<file path="src/rtl/nbit_serial_comparator.sv">
// nbit_serial_comparator
//   Magnitude comparator for WIDTH-bit operands A and B, examined SLICE bits
//   per clock, most significant slice first. The compare stops at the first
//   slice that differs. Results Equal/Asmaller/Agreater are registered and
//   one-hot once a compare completes. Start/Busy/Done handshake.
//   Optional macro SIGNED_CMP_EN: treat operands as two's complement by
//   inverting the operand MSB on load (default build: unsigned operands).
module nbit_serial_comparator #(
    parameter int WIDTH = 4,
    parameter int SLICE = 1
) (
    input  logic             CLK,
    input  logic             RST_N,
    input  logic             Start,
    input  logic [WIDTH-1:0] A,
    input  logic [WIDTH-1:0] B,
    output logic             Busy,
    output logic             Done,
    output logic             Equal,
    output logic             Asmaller,
    output logic             Agreater
);

    if (WIDTH < 1 || SLICE < 1 || SLICE > WIDTH || (WIDTH % SLICE) != 0) begin : g_param_chk
        $error("nbit_serial_comparator: need 1 <= SLICE <= WIDTH and WIDTH %% SLICE == 0");
    end

    localparam int N  = (SLICE > 0) ? (WIDTH / SLICE) : 1;
    localparam int KW = (N > 1) ? $clog2(N) : 1;

    typedef enum logic [1:0] {
        S_IDLE,
        S_COMPARE,
        S_DONE
    } state_t;

    state_t           state;
    state_t           state_nxt;
    logic             accept;
    logic [KW-1:0]    k;
    logic [WIDTH-1:0] a_sr;
    logic [WIDTH-1:0] b_sr;
    logic [SLICE-1:0] a_top;
    logic [SLICE-1:0] b_top;
    logic             last_slice;
    logic             slice_diff;

    // Flipping the sign bit maps two's complement order onto unsigned order,
    // so the slice-wise unsigned compare works unchanged for signed operands.
    function automatic logic [WIDTH-1:0] load_op(input logic [WIDTH-1:0] x);
        logic [WIDTH-1:0] r;
        r = x;
`ifdef SIGNED_CMP_EN
        r[WIDTH-1] = ~x[WIDTH-1];
`endif
        return r;
    endfunction

    assign a_top      = a_sr[WIDTH-1 -: SLICE];
    assign b_top      = b_sr[WIDTH-1 -: SLICE];
    assign slice_diff = (a_top != b_top);
    assign last_slice = (k == KW'(N - 1));

    // State register
    always_ff @(posedge CLK or negedge RST_N) begin
        if (!RST_N) begin
            state <= S_IDLE;
        end else begin
            state <= state_nxt;
        end
    end

    // Next-state decode; a request is accepted only outside COMPARE
    always_comb begin
        state_nxt = state;
        accept    = 1'b0;
        case (state)
            S_IDLE, S_DONE: begin
                if (Start) begin
                    accept    = 1'b1;
                    state_nxt = S_COMPARE;
                end else begin
                    state_nxt = S_IDLE;
                end
            end
            S_COMPARE: begin
                if (slice_diff || last_slice) begin
                    state_nxt = S_DONE;
                end
            end
            default: state_nxt = S_IDLE;
        endcase
    end

    // Registered handshake, result bits and slice counter
    always_ff @(posedge CLK or negedge RST_N) begin
        if (!RST_N) begin
            Busy     <= 1'b0;
            Done     <= 1'b0;
            Equal    <= 1'b0;
            Asmaller <= 1'b0;
            Agreater <= 1'b0;
            k        <= '0;
        end else begin
            Done <= 1'b0;
            if (accept) begin
                Busy     <= 1'b1;
                Equal    <= 1'b0;
                Asmaller <= 1'b0;
                Agreater <= 1'b0;
                k        <= '0;
            end else if (state == S_COMPARE) begin
                if (slice_diff) begin
                    Agreater <= (a_top > b_top);
                    Asmaller <= (a_top < b_top);
                    Busy     <= 1'b0;
                    Done     <= 1'b1;
                end else if (last_slice) begin
                    Equal <= 1'b1;
                    Busy  <= 1'b0;
                    Done  <= 1'b1;
                end else begin
                    k <= k + KW'(1);
                end
            end
        end
    end

    // Operand shift registers: load on accept, move to next slice while comparing
    always_ff @(posedge CLK) begin
        if (accept) begin
            a_sr <= load_op(A);
            b_sr <= load_op(B);
        end else if (state == S_COMPARE) begin
            a_sr <= a_sr << SLICE;
            b_sr <= b_sr << SLICE;
        end
    end

endmodule
</file>
<file path="config.mk">
export PLATFORM = sky130hd
export DESIGN_NAME = nbit_serial_comparator
export DESIGN_NICKNAME = d
export VERILOG_FILES = /design/src/rtl/nbit_serial_comparator.sv
export SDC_FILE = /design/constraint.sdc
export NUM_CORES = 1
export LEC_CHECK = 0
export ABC_CLOCK_PERIOD_IN_PS = 1500
export CELL_PAD_IN_SITES_DETAIL_PLACEMENT = 0
export CELL_PAD_IN_SITES_GLOBAL_PLACEMENT = 2
export CORE_UTILIZATION = 29
export CTS_BUF_LIST = sky130_fd_sc_hd__clkbuf_16
export DETAILED_ROUTE_END_ITERATION = 6
export GPL_ROUTABILITY_DRIVEN = 1
export PLACE_DENSITY_LB_ADDON = 0.1
export RECOVER_POWER = 50
export SYNTH_ARGS = -nofsm -noshare
export SYNTH_HDL_FRONTEND = slang
export SYNTH_SLANG_ARGS = --single-unit
</file>
<file path="constraint.sdc">
create_clock -name CLK -period 1.5 [get_ports CLK]
set_clock_uncertainty 0.2 [all_clocks]
set_input_delay 0.375 -clock CLK [delete_from_list [all_inputs] [get_ports CLK]]
set_output_delay 0.375 -clock CLK [all_outputs]
set_load 0.005 [all_outputs]
</file>
==> flow_summary_export.csv <==
group,metric,value,unit
status,status,"finished with violations",
status,violations,"setup timing",
clock_network,cts_tree,"built",
logic_synthesis,yosysSeqAreaShare,0.597,
critical_path,r2r_slack,-240,ps
worst_hold_path,hold_class,"reg -> reg",
drt,detail_route.wl_per_cell,11.7,µm
pwr,total_leakage_power,0.583,nW
global_route,grt_max_degree,11,
timing,drv_slew,0,
die,die_h,53.8,µm
job,max_cap_viol_count,0,
placed_design,dp_cells,116,
clock_network,clock_latency,250,ps
die,ios,16,
timing,finalSetupViolations,6,
critical_path,cp_slowest_stage_delay,420,ps
clock_network,root_buffer,"clkbuf_16",
global_route,gr-total-overflow,0,
clock_network,h-tree-depth,1,
drt,drc,0,
placed_design,gp_congestion,0.667,
die,die_w,53.8,µm
drt,dr.pass1.iters,3,
pwr,peakVddDrop,1.15,mV
logic_synthesis,ys_types,20,
layout,area_growth,60.7,%
placed_design,post-place-ws,-334,ps
logic_synthesis,synth-warning-count,0,
drt,via_count,555,
drt,wirelength,1480,µm
drt,drt_iter0_drc,4,
logic_synthesis,synth_cells,58,
clock_network,cts_buffer_depth,2,
timing,maxSlewHeadroom,0.645,
die,die-area,0.00290,mm²
timing,timing.final.crit_share,1.16,
layout,fin_cells,126,
critical_path,endpoint_kind,"flop",
layout,antennaDiodeCount,0,
placed_design,dpl.hpwl,1030,µm
timing,timing.fmax,0.574,GHz
drt,ant_nets,0,
die,placementRows,18,
clock_network,cts_inserted_buffers,3,
pwr,power_density,2190,mW/mm²
timing,worstMarginPinSlew,533,ps
critical_path,path_class,"reg -> reg",
logic_synthesis,synth.net_count,72,
global_route,grt_antenna_before_repair,0,
timing,period_needed,1740,ps
layout,layout.nets,111,
critical_path,cp.required,1430,ps
critical_path,crit_arrival,1680,ps
critical_path,crit_slowest_cell,"edfxtp_1",
critical_path,crit_chain,"ha_4 > nor3b_4 > mux2_4 > a22o_1",
timing,fin_setup_tns,-1090,ps
logic_synthesis,ys_ff_latch,17,
timing,rsz0062_at_grt,"true",
critical_path,start_kind,"flop",
global_route,track_usage,0.120,
placed_design,port_buffers,15,
clock_network,path_clk_slew,50,ps
clock_network,clock-sinks,17,
global_route,grt_pass1_wl,2260,µm
critical_path,path_max_fanout,3,
drt,via_per_inst,4.40,
die,core,0.00250,mm²
timing,hold_viol_final,0,
die,initial_core_util,0.312,
logic_synthesis,synthesis.area,779,µm²
layout,layout-drive-gt1-share,0.458,
timing,fin_ws,-242,ps
logic_synthesis,avgSynthCellArea,13.4,µm²
global_route,grt_pass1_vias,493,
layout,final_common_cell,"buf_4",
layout,final_cell_mix,"buf_4, dfrtp_1, edfxtp_1, clkdlybuf4s50_1",
==> final timing paths <==
check,cells past startpoint,startpoint,endpoint
worst max-delay path,4,b_sr[3],k[1]
worst min register to register,2,Busy,Busy
worst max register to register,4,b_sr[3],k[1]
max in group asynchronous,2,RST_N,state[0]
worst min-delay path,2,Busy,Busy
min in group asynchronous,2,RST_N,Done
==> critical path: cells and delay by family, from the launching register on <==
kind | cells | cell delay, ps
AO/OA/AOI/OAI | 1 | 170
adder cells (fa/ha/maj) | 1 | 310
flip-flops | 1 | 420
multiplexers | 1 | 320
AND/OR/NAND/NOR | 1 | 210
==> routing by layer <==
layer | track usage | vias up | wire length [µm]
met5 | 0 | - | 0
met4 | 0.0921 | 0 | 39
met3 | 0.0339 | 4 | 53
met2 | 0.173 | 12 | 693
met1 | 0.149 | 260 | 694
li1 | - | 279 | -
==> cells in the mapped netlist <==
cell type	instances	area, µm²
inv_1	5	18.8
or2_2	1	6.26
and2_1	2	12.5
nand2b_1	2	12.5
a21oi_1	2	10.0
and4bb_2	1	12.5
and3_1	2	12.5
buf_4	1	7.51
ha_1	3	37.5
a31oi_1	1	6.26
a22o_1	3	26.3
nor2_1	5	18.8
buf_2	1	5.00
dfrtp_1	9	225
mux2_1	3	33.8
mux2_2	6	67.6
o21ai_0	1	5.00
nor3b_2	1	12.5
xnor2_1	1	8.76
edfxtp_1	8	240
==> metrics by stage <==
| stage | hold WS (ps) | utilization | cell area (µm²) | total power [mW] |
|---|---|---|---|---|
| detailed placement | 316 | 0.438 | 1100 | 1.84 |
| global route | 361 | 0.501 | 1250 | 2.94 |
| finish | 322 | 0.501 | 1250 | 2.74 |
| global placement | 310 | 0.438 | 1100 | 1.83 |
| CTS | 221 | 0.490 | 1220 | 2.60 |
| floorplan | -121 | - | 796 | 1.40 |
==> where the power goes <==
group	leakage, nW	switching [mW]	internal, mW
Sequential	0.200	0.0942	0.739
Clock	0.0423	0.167	0.353
Combinational	0.341	0.506	0.883
Total	0.583	0.767	1.98
==> layout make-up <==
type / instances / area [µm²]
fillers: 229 / 1250
flip-flops and latches: 17 / 465
multi-input cells: 34 / 353
repair buffers: 36 / 299
clock buffers: 3 / 75.1
well taps: 30 / 37.5
inverters: 5 / 18.8
clock inverters: 1 / 3.75
==> what timing repair did <==
item	CTS	global route
hold buffers	0	0
pin swaps	2	1
resized for setup	14	8
setup buffers	4	2
endpoints found under the setup margin	25	6
==> sequential cells by signal, indices dropped and copies added (netlist names) <==
register and cells:
k 2, Agreater 1, Done 1, a_sr 4
b_sr 4, state 2, Equal 1, Busy 1
Asmaller 1
==> cell families (layout without fill, tap and decap cells) <==
kind of cell	after synthesis	in the layout	synth area share
and+or+nand+nor	14	14	0.112
buffers and inverters	7	45	0.0401
xor gates and xnor gates	1	1	0.0112
adders and majority gates	3	3	0.0482
AOI/OAI and AO/OA	7	7	0.0610
muxes	9	9	0.130
DFF	17	17	0.597
No activity file was read; power rests on OpenSTA's default activity.
